$ cat config.mk
export PLATFORM = sky130hd
export DESIGN_NAME = fetch_ctrl_flat
export DESIGN_NICKNAME = d
export VERILOG_FILES = /design/src/rtl/fetch_if.sv /design/src/rtl/fetch_ctrl.sv /design/src/flat_wrapper.sv
export SDC_FILE = /design/constraint.sdc
export NUM_CORES = 1
export LEC_CHECK = 0
export ABC_AREA = 0
export CORE_MARGIN = 4
export CORE_UTILIZATION = 45
export DETAILED_ROUTE_END_ITERATION = 12
export HOLD_SLACK_MARGIN = 0.12
export PLACE_DENSITY = 0.72
export SETUP_SLACK_MARGIN = 0.02
export SLEW_MARGIN = 20
export SYNTH_ARGS = -nofsm -noshare
export SYNTH_HDL_FRONTEND = slang
export SYNTH_SLANG_ARGS = --single-unit
$ cat constraint.sdc
create_clock -name clk -period 4.3 [get_ports clk]
set_input_delay 0.43 -clock clk [delete_from_list [all_inputs] [get_ports clk]]
set_output_delay 0.43 -clock clk [all_outputs]
set_load 0.03 [all_outputs]
$ cat src/rtl/fetch_if.sv
// Handshake bundle between the fetch controller, instruction memory,
// the redirect source and the downstream consumer.
interface fetch_if;
    logic        en;
    logic [63:0] imem_addr;
    logic [31:0] imem_instr;
    logic        redirect_valid;
    logic [63:0] redirect_pc;
    logic        out_valid;
    logic        out_ready;
    logic [31:0] out_instr;
    logic [63:0] out_pc;
    logic        fault;

    modport master (
        input  en, imem_instr, redirect_valid, redirect_pc, out_ready,
        output imem_addr, out_valid, out_instr, out_pc, fault
    );

    modport slave (
        output en, imem_instr, redirect_valid, redirect_pc, out_ready,
        input  imem_addr, out_valid, out_instr, out_pc, fault
    );
endinterface

$ cat src/rtl/fetch_ctrl.sv
// Sequential instruction fetcher feeding a small in-order queue, with
// redirect/flush handling and a sticky fault/HALT on illegal addresses.
module fetch_ctrl #(
    parameter logic [63:0] RESET_PC   = 64'h0,
    parameter int          IMEM_WORDS = 256,
    parameter int          QDEPTH     = 2
) (
    input logic     clk,
    input logic     reset,
    fetch_if.master bus
);
    localparam int              PW        = $clog2(QDEPTH);
    localparam int              CW        = PW + 1;
    localparam logic [63:0]     MEM_BYTES = 64'(IMEM_WORDS) * 64'd4;
    localparam logic [CW-1:0]   FULL      = CW'(QDEPTH);

    typedef enum logic [1:0] {IDLE, FETCH, HALT} state_t;

    state_t        state;
    logic [63:0]   pc;
    logic          fault_q;
    logic [31:0]   instr_q [QDEPTH];
    logic [63:0]   pc_q    [QDEPTH];
    logic [PW-1:0] head;
    logic [PW-1:0] tail;
    logic [CW-1:0] count;
    logic          in_range;
    logic          redirect_ok;
    logic          pop;
    logic          push;

    // A redirect suppresses both queue operations; a pop frees a slot for a same-cycle push.
    always_comb begin
        in_range    = pc < MEM_BYTES;
        redirect_ok = (bus.redirect_pc[1:0] == 2'b00) && (bus.redirect_pc < MEM_BYTES);
        pop         = (count != '0) && bus.out_ready && !bus.redirect_valid;
        push        = (state == FETCH) && !bus.redirect_valid && in_range &&
                      ((count != FULL) || pop);
    end

    assign bus.imem_addr = pc;
    assign bus.out_valid = (count != '0);
    assign bus.out_instr = instr_q[head];
    assign bus.out_pc    = pc_q[head];
    assign bus.fault     = fault_q;

    always_ff @(posedge clk) begin
        if (reset) begin
            state   <= IDLE;
            pc      <= RESET_PC;
            fault_q <= 1'b0;
            head    <= '0;
            tail    <= '0;
            count   <= '0;
            for (int i = 0; i < QDEPTH; i++) begin
                instr_q[i] <= '0;
                pc_q[i]    <= '0;
            end
        end else if (bus.redirect_valid) begin
            head  <= '0;
            tail  <= '0;
            count <= '0;
            pc    <= bus.redirect_pc;
            if (redirect_ok) begin
                fault_q <= 1'b0;
                state   <= ((state == HALT) || bus.en) ? FETCH : IDLE;
            end else begin
                fault_q <= 1'b1;
                state   <= HALT;
            end
        end else begin
            if (push) begin
                instr_q[tail] <= bus.imem_instr;
                pc_q[tail]    <= pc;
                tail          <= tail + PW'(1);
                pc            <= pc + 64'd4;
            end
            if (pop) begin
                head <= head + PW'(1);
            end
            if (push && !pop) begin
                count <= count + CW'(1);
            end else if (!push && pop) begin
                count <= count - CW'(1);
            end
            // Running off the end of memory halts fetch but lets queued entries drain.
            case (state)
                IDLE:    if (bus.en) state <= FETCH;
                FETCH: begin
                    if (!in_range) begin
                        fault_q <= 1'b1;
                        state   <= HALT;
                    end else if (!bus.en) begin
                        state <= IDLE;
                    end
                end
                HALT:    ;
                default: state <= IDLE;
            endcase
        end
    end
endmodule
$ cat src/flat_wrapper.sv
// flat-port wrapper written by rule: the top's interface ports become plain ports
module fetch_ctrl_flat 
#(
    parameter logic [63:0] RESET_PC   = 64'h0,
    parameter int          IMEM_WORDS = 256,
    parameter int          QDEPTH     = 2
)
  (clk, reset, bus_en, bus_imem_instr, bus_redirect_valid, bus_redirect_pc, bus_out_ready, bus_imem_addr, bus_out_valid, bus_out_instr, bus_out_pc, bus_fault);
  fetch_if bus_i ();
  input logic clk;
  input logic reset;
  input wire logic [$bits(bus_i.en)-1:0] bus_en;
  input wire logic [$bits(bus_i.imem_instr)-1:0] bus_imem_instr;
  input wire logic [$bits(bus_i.redirect_valid)-1:0] bus_redirect_valid;
  input wire logic [$bits(bus_i.redirect_pc)-1:0] bus_redirect_pc;
  input wire logic [$bits(bus_i.out_ready)-1:0] bus_out_ready;
  output wire logic [$bits(bus_i.imem_addr)-1:0] bus_imem_addr;
  output wire logic [$bits(bus_i.out_valid)-1:0] bus_out_valid;
  output wire logic [$bits(bus_i.out_instr)-1:0] bus_out_instr;
  output wire logic [$bits(bus_i.out_pc)-1:0] bus_out_pc;
  output wire logic [$bits(bus_i.fault)-1:0] bus_fault;
  assign bus_i.en = bus_en;
  assign bus_i.imem_instr = bus_imem_instr;
  assign bus_i.redirect_valid = bus_redirect_valid;
  assign bus_i.redirect_pc = bus_redirect_pc;
  assign bus_i.out_ready = bus_out_ready;
  assign bus_imem_addr = bus_i.imem_addr;
  assign bus_out_valid = bus_i.out_valid;
  assign bus_out_instr = bus_i.out_instr;
  assign bus_out_pc = bus_i.out_pc;
  assign bus_fault = bus_i.fault;
  fetch_ctrl #(.RESET_PC(RESET_PC), .IMEM_WORDS(IMEM_WORDS), .QDEPTH(QDEPTH)) u_core (.clk(clk), .reset(reset), .bus(bus_i));
endmodule
==> flow_metrics.tcl <==
set metrics [dict create \
    status "finished clean" \
    grt_max_degree 77 \
    cts-buffers-inserted 28 \
    synth-main-ff-cell "edfxtp_1" \
    hold_viol 0 \
    min_path_type "in -> reg" \
    stdcell_count 1451 \
    critPathMaxStageDelay_ns 0.71 \
    reg2reg_to "u_core.instr_q[1][25]" \
    start_util_pct 45.5 \
    synthTopCellsByArea "edfxtp_1 (54%), dfxtp_1 (14%), mux2_2 (10%), mux2i_1 (5.3%), and2_1 (5.0%)" \
    p_int_w 0.00466 \
    via_count 6967 \
    syn_inst 733 \
    worstPathRequired_ns 3.87 \
    slew_viol_final 0 \
    routedWlPerCell_um 17.7 \
    crit_slowest_cell "dfxtp_4" \
    grt_overflow_total 0 \
    yosys.area_share.xor_xnor_pct 0.576 \
    async_reset_ff_share_pct 0 \
    rrSetupSlack_ns 1.36 \
    synth_edf_count 192 \
    pwr-share-comb_pct 11.7 \
    avgSynthCellArea_um2 14.5 \
    critPathCapture "bus_out_pc[17]" \
    clk_pin_slew_ns 0.06 \
    fmax_ghz 0.329 \
    core_area_um2 23400 \
    worstMarginPinSlew_ns 0.810 \
    grt_pass1_wl_um 40100 \
    cts_root_buffer "clkbuf_16" \
    synth.distinct_cells 46 \
    ios 263 \
    clk_latency_ns 0.53 \
    synth_compound_area_share_pct 1.25 \
    cp_top_family "buffers and inverters" \
    seq_power_share_pct 48.7 \
    ant_nets 0 \
    layout_commonest_cell "clkdlybuf4s50_1" \
    worst_r2r_path_depth 7 \
    synth_top_area_share_pct 54.1 \
    first_iter_violations 307 \
    crit_path_start_kind "flop" \
    yosys_warnings 0 \
    drive_gt1_share_pct 15.2 \
    avgViaCountPerCell 4.80 \
    track_usage_pct 19.3 \
    fin_worst_skew_ns 0.0189 \
    ys_seq_area_share_pct 67.7 \
    synth-simple-area-share_pct 13.0 \
    nets 1213 \
    n_antenna_cell 0 \
    synth_top_cell_by_area "edfxtp_1" \
    fill_cells 1844 \
    reg2reg_from "u_core.bus.imem_addr[20]" \
    synthesis.area_um2 10700 \
    postCtsSetupBuffers 0 \
    hpwl_um 18200 \
    die-area_um2 26200 \
    htreeDepth 1 \
    layout_common_cells "clkdlybuf4s50_1 (260), edfxtp_1 (192), conb_1 (108)" \
    switching_share_pct 23.1 \
    drt-total-wl_um 25600 \
    finalSetupTns_ns 0 \
    cts_tree "done" \
    switchingPower_w 0.00140 \
    area_growth_pct 40.9 \
    power.total_w 0.00605 \
    drc 0 \
    min_period_ns 3.04 \
    die_w_um 162 \
    path_class "reg -> out" \
    setup_viol 0 \
    p_leak_nw 5.74 \
    rsz0062_at_grt "false" \
    place_inst 1399 \
    cp_cell_sequence "buf_4, mux2_2, clkdlybuf4s50_1" \
    std_cell_rows 56 \
    cts_resized 0 \
    portBuffers 262 \
    irDropWorstVdd_v 0.000231 \
    clockPowerShare_pct 39.6 \
    gp_congestion 0.824 \
    die_h_um 162 \
    crit_arrival_ns 2.61 \
    grt_pass1_vias 7391 \
    cap_violations 0 \
    relSlewSlack_pct 46.0 \
    synth_top_family_by_area "multiplexers" \
    critical_path_depth 3 \
    synth_adder_area_share_pct 0.235 \
    fin_crit_sh_pct 70.7 \
    synth_mux_area_share_pct 15.4 \
    end_kind "output pin" \
    clockBufferDepth 3 \
    crit_buf_inv 2 \
    ys_ff_latch 264 \
    power-per-cell-area_nw_per_um2 403 \
    crit_path_max_fanout 38 \
    cts_hold_buffers 0 \
    antenna_found_initial 0 \
    cts_sinks 264 \
    dr.pass1.iters 4 \
]
==> worst min-delay path: stages <==
cell and delay, ns:
buf_4 0.10, nor3b_1 0.05, nand4_1 0.10, nor4_2 0.08, a2bb2oi_1 0.15, nand2_1 0.05
==> area by class of cell <==
| cell class | instances | area, um2 | share of cell area, % |
|---|---|---|---|
| Clock buffer | 45 | 881 | 5.87 |
| Inverter | 6 | 22.5 | 0.150 |
| Clock inverter | 7 | 63.8 | 0.425 |
| Timing Repair Buffer | 277 | 2770 | 18.4 |
| Sequential cell | 264 | 7210 | 48.0 |
| Multi-Input combinational cell | 533 | 3660 | 24.4 |
| Tap cell | 319 | 399 | 2.66 |
==> through the flow <==
stage	worst slack (ns)	hold WS, ns	instance area (um2)	utilization, %
global placement	1.14	0.463	14100	60.1
floorplan	0.241	0.518	11100	-
CTS	1.20	0.451	15000	64.1
global route	1.11	0.498	15000	64.1
detailed placement	1.10	0.475	14100	60.1
finish	1.26	0.459	15000	64.1
==> cell usage after synthesis, types with 3 or more instances <==
cell and number:
and2_1 85, buf_1 11, buf_2 5, buf_6 4
clkbuf_1 17, dfxtp_1 72, edfxtp_1 192, inv_1 5
mux2_2 96, mux2i_1 56, nand2_1 10, nand3_1 3
nand3b_1 3, nand4_1 13, nor2_1 69, nor2b_1 3
nor3_1 12, nor4_1 34, or2_2 3, xnor2_1 4
xor2_1 3
==> state kept, by name, summed over array words and instances, names as in the netlist, named ones only <==
signal	flops
u_core.bus.fault	1
u_core.bus.imem_addr	64
u_core.count	2
u_core.head	1
u_core.instr_q	64
u_core.pc_q	128
u_core.state	2
u_core.tail	1
==> power groups by stage <==
stage | sequential [W] | combinational [W] | clock, W
finish | 0.00295 | 0.000711 | 0.00240
global route | 0.00296 | 0.000760 | 0.00255
CTS | 0.00295 | 0.000716 | 0.00244
detailed placement | 0.00300 | 0.000712 | 0
global placement | 0.00299 | 0.000712 | 0
floorplan | 0.00305 | 0.000299 | 0
==> kinds of logic (layout without fill, tap and decap cells) <==
family	after synthesis	in the layout
AOI/OAI and AO/OA	18	18
xor gates and xnor gates	7	7
adders and majority gates	2	2
buffers and inverters	43	335
DFF	264	264
muxes	152	152
other	1	108
and+or+nand+nor	246	246
==> layer usage <==
layer / track usage (%) / part of all wire (%)
met1: 24.0 / 40
met2: 32.3 / 48
met3: 6.27 / 9.5
met4: 5.96 / 2.6
met5: 0 / 0
==> how the worst min path moves through the flow <==
stage,start,to,slack [ns],cells after the start
3_3_place_gp,u_core.bus.fault,u_core.bus.fault,0.46,1
4_1_cts,bus_redirect_valid,u_core.bus.imem_addr[5],0.45,6
5_1_grt,bus_redirect_valid,u_core.bus.imem_addr[5],0.50,6
2_1_floorplan,u_core.state[1],u_core.state[0],0.52,3
3_5_place_dp,u_core.bus.fault,u_core.bus.fault,0.48,1
6_report,bus_redirect_valid,u_core.bus.imem_addr[5],0.46,6
Power figures use the tool's default switching activity.
